<file path="config.mk">
export PLATFORM = sky130hd
export DESIGN_NAME = fsm_input_conditioner
export DESIGN_NICKNAME = d
export VERILOG_FILES = /design/src/rtl/fsm_io_pkg.sv /design/src/rtl/debounce_channel.sv /design/src/rtl/fsm_input_conditioner.sv
export SDC_FILE = /design/constraint.sdc
export NUM_CORES = 1
export LEC_CHECK = 0
export ABC_AREA = 1
export ABC_CLOCK_PERIOD_IN_PS = 1400
export CAP_MARGIN = 25
export CORE_AREA = 8 8 93 95
export DETAILED_ROUTE_END_ITERATION = 10
export DIE_AREA = 0 0 101 103
export PLACE_DENSITY = 0.62
export SLEW_MARGIN = 20
export SYNTH_ARGS = -nofsm -noshare
export SYNTH_HDL_FRONTEND = slang
export SYNTH_HIERARCHICAL = 1
export SYNTH_SLANG_ARGS = --single-unit
</file>
<file path="constraint.sdc">
create_clock -name clk -period 1.4 [get_ports clk]
set_input_delay 0.35 -clock clk [delete_from_list [all_inputs] [get_ports clk]]
set_output_delay 0.35 -clock clk [all_outputs]
set_load 0.05 [all_outputs]
</file>
<file path="src/rtl/fsm_io_pkg.sv">
// Shared constants and helpers for the board-input blocks.
// Exports CLK_HZ, default debounce/repeat periods and cnt_width().
package fsm_io_pkg;

    localparam int CLK_HZ = 100_000_000;

    // 10 ms debounce window at CLK_HZ
    localparam int DEFAULT_DEBOUNCE_CYCLES = 1_000_000;

    // 0.5 s auto-repeat period at CLK_HZ
    localparam int DEFAULT_REPEAT_CYCLES = 50_000_000;

    // Counter width able to hold 0..n-1, never narrower than one bit.
    function automatic int cnt_width(input int n);
        int w;
        w = $clog2(n);
        return (w < 1) ? 1 : w;
    endfunction

endpackage

</file>
<file path="src/rtl/debounce_channel.sv">
// One input channel: synchroniser chain followed by a debouncer.
// Ports: clk, reset (async, active-low), din (raw), dout (stable level),
// rise (one-cycle pulse on the edge where dout goes 0->1).
module debounce_channel
    import fsm_io_pkg::*;
#(
    parameter int SYNC_STAGES     = 2,
    parameter int DEBOUNCE_CYCLES = DEFAULT_DEBOUNCE_CYCLES
) (
    input  logic clk,
    input  logic reset,
    input  logic din,
    output logic dout,
    output logic rise
);

    localparam int CW = cnt_width(DEBOUNCE_CYCLES);
    localparam logic [CW-1:0] CNT_MAX = CW'(DEBOUNCE_CYCLES - 1);

    logic [SYNC_STAGES-1:0] sync_q;
    logic [CW-1:0]          cnt_q, cnt_d;
    logic                   stable_q, stable_d;
    logic                   rise_q, rise_d;
    logic                   synced;

    assign synced = sync_q[SYNC_STAGES-1];

    always_ff @(posedge clk or negedge reset) begin
        if (!reset) begin
            sync_q <= '0;
        end else begin
            sync_q <= {sync_q[SYNC_STAGES-2:0], din};
        end
    end

    // Any cycle of agreement restarts the window, so bounces never
    // accumulate toward a change.
    always_comb begin
        cnt_d    = cnt_q;
        stable_d = stable_q;
        rise_d   = 1'b0;
        if (synced == stable_q) begin
            cnt_d = '0;
        end else if (cnt_q == CNT_MAX) begin
            stable_d = synced;
            cnt_d    = '0;
            rise_d   = synced;
        end else begin
            cnt_d = cnt_q + 1'b1;
        end
    end

    always_ff @(posedge clk or negedge reset) begin
        if (!reset) begin
            cnt_q    <= '0;
            stable_q <= 1'b0;
            rise_q   <= 1'b0;
        end else begin
            cnt_q    <= cnt_d;
            stable_q <= stable_d;
            rise_q   <= rise_d;
        end
    end

    assign dout = stable_q;
    assign rise = rise_q;

endmodule

</file>
<file path="src/rtl/fsm_input_conditioner.sv">
// Board-input front end: debounced switch level w and step pulse.
// Ports: clk, reset (async, active-low), w_raw, step_raw, w, step.
// Optional macro FSM_STEP_AUTOREPEAT_EN: step repeats while held.
module fsm_input_conditioner
    import fsm_io_pkg::*;
#(
    parameter int SYNC_STAGES     = 2,
    parameter int DEBOUNCE_CYCLES = DEFAULT_DEBOUNCE_CYCLES,
    parameter int REPEAT_CYCLES   = DEFAULT_REPEAT_CYCLES
) (
    input  logic clk,
    input  logic reset,
    input  logic w_raw,
    input  logic step_raw,
    output logic w,
    output logic step
);

    if (SYNC_STAGES < 2) begin : g_chk_sync
        $error("SYNC_STAGES must be >= 2");
    end
    if (DEBOUNCE_CYCLES < 2) begin : g_chk_deb
        $error("DEBOUNCE_CYCLES must be >= 2");
    end
    if (REPEAT_CYCLES < 2) begin : g_chk_rep
        $error("REPEAT_CYCLES must be >= 2");
    end

    logic btn_level;
    logic btn_rise;
    logic w_rise;

    debounce_channel #(
        .SYNC_STAGES     (SYNC_STAGES),
        .DEBOUNCE_CYCLES (DEBOUNCE_CYCLES)
    ) u_sw (
        .clk   (clk),
        .reset (reset),
        .din   (w_raw),
        .dout  (w),
        .rise  (w_rise)
    );

    debounce_channel #(
        .SYNC_STAGES     (SYNC_STAGES),
        .DEBOUNCE_CYCLES (DEBOUNCE_CYCLES)
    ) u_btn (
        .clk   (clk),
        .reset (reset),
        .din   (step_raw),
        .dout  (btn_level),
        .rise  (btn_rise)
    );

`ifdef FSM_STEP_AUTOREPEAT_EN
    localparam int RW = cnt_width(REPEAT_CYCLES);
    localparam logic [RW-1:0] REP_MAX = RW'(REPEAT_CYCLES - 1);

    logic [RW-1:0] rep_q, rep_d;
    logic          fire_q, fire_d;

    // Counter sits at 0 while released; it starts counting on the
    // edge after the press pulse, so the first repeat lands exactly
    // REPEAT_CYCLES edges after it.
    always_comb begin
        rep_d  = rep_q;
        fire_d = 1'b0;
        if (!btn_level) begin
            rep_d = '0;
        end else if (rep_q == REP_MAX) begin
            rep_d  = '0;
            fire_d = 1'b1;
        end else begin
            rep_d = rep_q + 1'b1;
        end
    end

    always_ff @(posedge clk or negedge reset) begin
        if (!reset) begin
            rep_q  <= '0;
            fire_q <= 1'b0;
        end else begin
            rep_q  <= rep_d;
            fire_q <= fire_d;
        end
    end

    assign step = btn_rise | fire_q;
`else
    assign step = btn_rise;
`endif

endmodule
</file>
==> flow_metrics.py <==
metrics = {
    "clock_network": {
        "cts.sinks": 47,
        "cts_made_buffers": 5,
        "tritoncts": "yes",
        "clk_path_buf_depth": 2,
        "clock_latency_ns": 0.31,
        "path_clk_slew_ns": 0.08,
        "root_buffer": "clkbuf_8",
        "htreeDepth": 2,
    },
    "pwr": {
        "total_power_w": 0.00229,
        "ir_drop_uv": 509,
        "powerDensity_mw_per_mm2": 729,
        "leakage_nw": 1.50,
    },
    "global_routing": {
        "grt_start_max_net_pins": 36,
        "grt.overflow.total": 0,
        "grtUsageTotal": 0.118,
        "grt_pass1_wl_um": 9800,
        "grt_pass1_vias": 2058,
        "antenna_found_initial": 0,
    },
    "placed_design": {
        "place_hpwl_um": 4160,
        "gp_congestion": 0.910,
        "io_buffers": 5,
    },
    "min_path": {
        "min-delay-start": "u_btn/sync_q[0]",
        "min_path_type": "reg -> reg",
    },
    "die": {
        "start_util": 0.387,
        "rows": 31,
        "die-area_mm2": 0.0104,
        "io_pins": 6,
        "die_h_um": 103,
        "coreArea_mm2": 0.00714,
        "die_width_um": 101,
    },
    "route": {
        "vias": 2125,
        "dr.pass1.iters": 4,
        "drt_iter0_drc": 72,
        "ant_nets": 0,
        "routed_via_density": 4.74,
        "drc_errors": 0,
        "routedWlPerCell_um": 12.4,
        "wl_um": 5570,
    },
    "setup_path": {
        "rrSetupSlack_ns": 0.09,
        "r2r-start": "u_btn/cnt_q[2]",
        "end_kind": "flip-flop",
        "worstRegToRegCells": 7,
        "start_kind": "flip-flop",
        "critPathRequiredTime_ns": 1.60,
        "crit_fanout": 5,
        "r2r_end": "u_btn/cnt_q[17]",
        "crit_path_start": "u_btn/cnt_q[2]",
        "critPathKind": "reg -> reg",
        "crit_arrival_ns": 1.51,
        "endpoint": "u_btn/cnt_q[17]",
    },
    "timing": {
        "fmax_ghz": 0.761,
        "hold_viol_final": 0,
        "final.setup_skew_ns": 0.00458,
        "min_period_ns": 1.31,
        "setup_viol": 0,
        "slew_viol_final": 0,
        "worst_slew_pin_slew_ns": 0.415,
        "slew_headroom": 0.723,
        "min_period_over_period": 0.938,
    },
    "final_layout": {
        "layout-drive-gt1-share": 0.229,
        "syn_to_final_growth_pct": 13.8,
        "final_cell_mix": "nor2_1 (67), nand2_1 (56), dfrtp_1 (41)",
        "utilization": 0.440,
        "final_common_cell": "nor2_1",
        "fin_nets": 356,
        "antennaDiodeCount": 0,
    },
    "job": {
        "maxCapViolCount": 0,
    },
    "synth": {
        "synth_fp_nets": 338,
        "syn-mean-instance-area_um2": 8.31,
        "ys_warn_count": 6,
        "synth_area_mm2": 0.00276,
        "synthCells": 332,
    },
    "run_status": {
        "status": "finished clean",
    },
}
[final cells by class]
type,instances,area (um^2)
Clock buffer,6,72.6
Fill cell,726,4000
Inverter,38,145
Multi-Input combinational cell,247,1490
Sequential cell,47,1180
Tap cell,99,124
Timing Repair Buffer,11,125
[sequential cells by signal, indices dropped and copies added, names as in the netlist]
name	cells
u_sw/cnt_q	20
u_btn/rise	1
u_btn/cnt_q	20
u_sw/sync_q	2
u_btn/sync_q	2
u_sw/dout	1
u_btn/dout	1
[critical path: stages, from the launching register on]
cell	delay, ns
dfrtp_1	0.44
nand2_1	0.12
nor2_4	0.18
nand2_4	0.11
nor2_4	0.14
nand3_1	0.09
nand3_1	0.08
nor2_1	0.04
[metal layers]
| metal | GRT usage | vias to the layer above | routed length, um |
|---|---|---|---|
| met5 | 0 | - | 0 |
| met4 | 0.0481 | 0 | 114 |
| met3 | 0.0277 | 12 | 217 |
| met2 | 0.198 | 38 | 2730 |
| met1 | 0.142 | 1005 | 2520 |
| li1 | - | 1070 | - |
[how the worst min path moves through the flow]
stage                      end  slack [ns]  cells after the start
3_5_place_dp    u_sw/cnt_q[11]        0.28                      1
6_report       u_btn/sync_q[1]        0.35                      0
5_1_grt        u_btn/sync_q[1]        0.36                      0
2_1_floorplan   u_btn/cnt_q[0]        0.05                      0
3_3_place_gp    u_sw/cnt_q[11]        0.28                      1
4_1_cts        u_btn/sync_q[1]        0.36                      0
[stage by stage]
step	hold WS [ns]	setup WS, ns	TNS, ns	cell area (um^2)	instances
final	0.355	0.0865	0	3140	448
after CTS	0.360	0.0212	0	3050	444
after detailed placement	0.282	0.0388	0	2970	437
after floorplan	0.0544	0.131	0	2760	332
after global placement	0.284	0.0731	0	2970	437
after global routing	0.364	-0.00503	-0.0118	3140	448
[where the power goes]
group / internal, W / switching, W
Sequential: 0.00138 / 0.0000189
Combinational: 0.0000441 / 0.0000726
Clock: 0.000334 / 0.000445
Total: 0.00175 / 0.000536
[timing repair]
| action | in CTS | in global routing |
|---|---|---|
| setup buffers | 0 | 4 |
| resized for setup | 0 | 16 |
| hold buffers | 1 | 0 |
| hold endpoints to repair | 12 | 0 |
| setup endpoints to repair | 0 | 29 |
(Power assumes the default switching activity.)
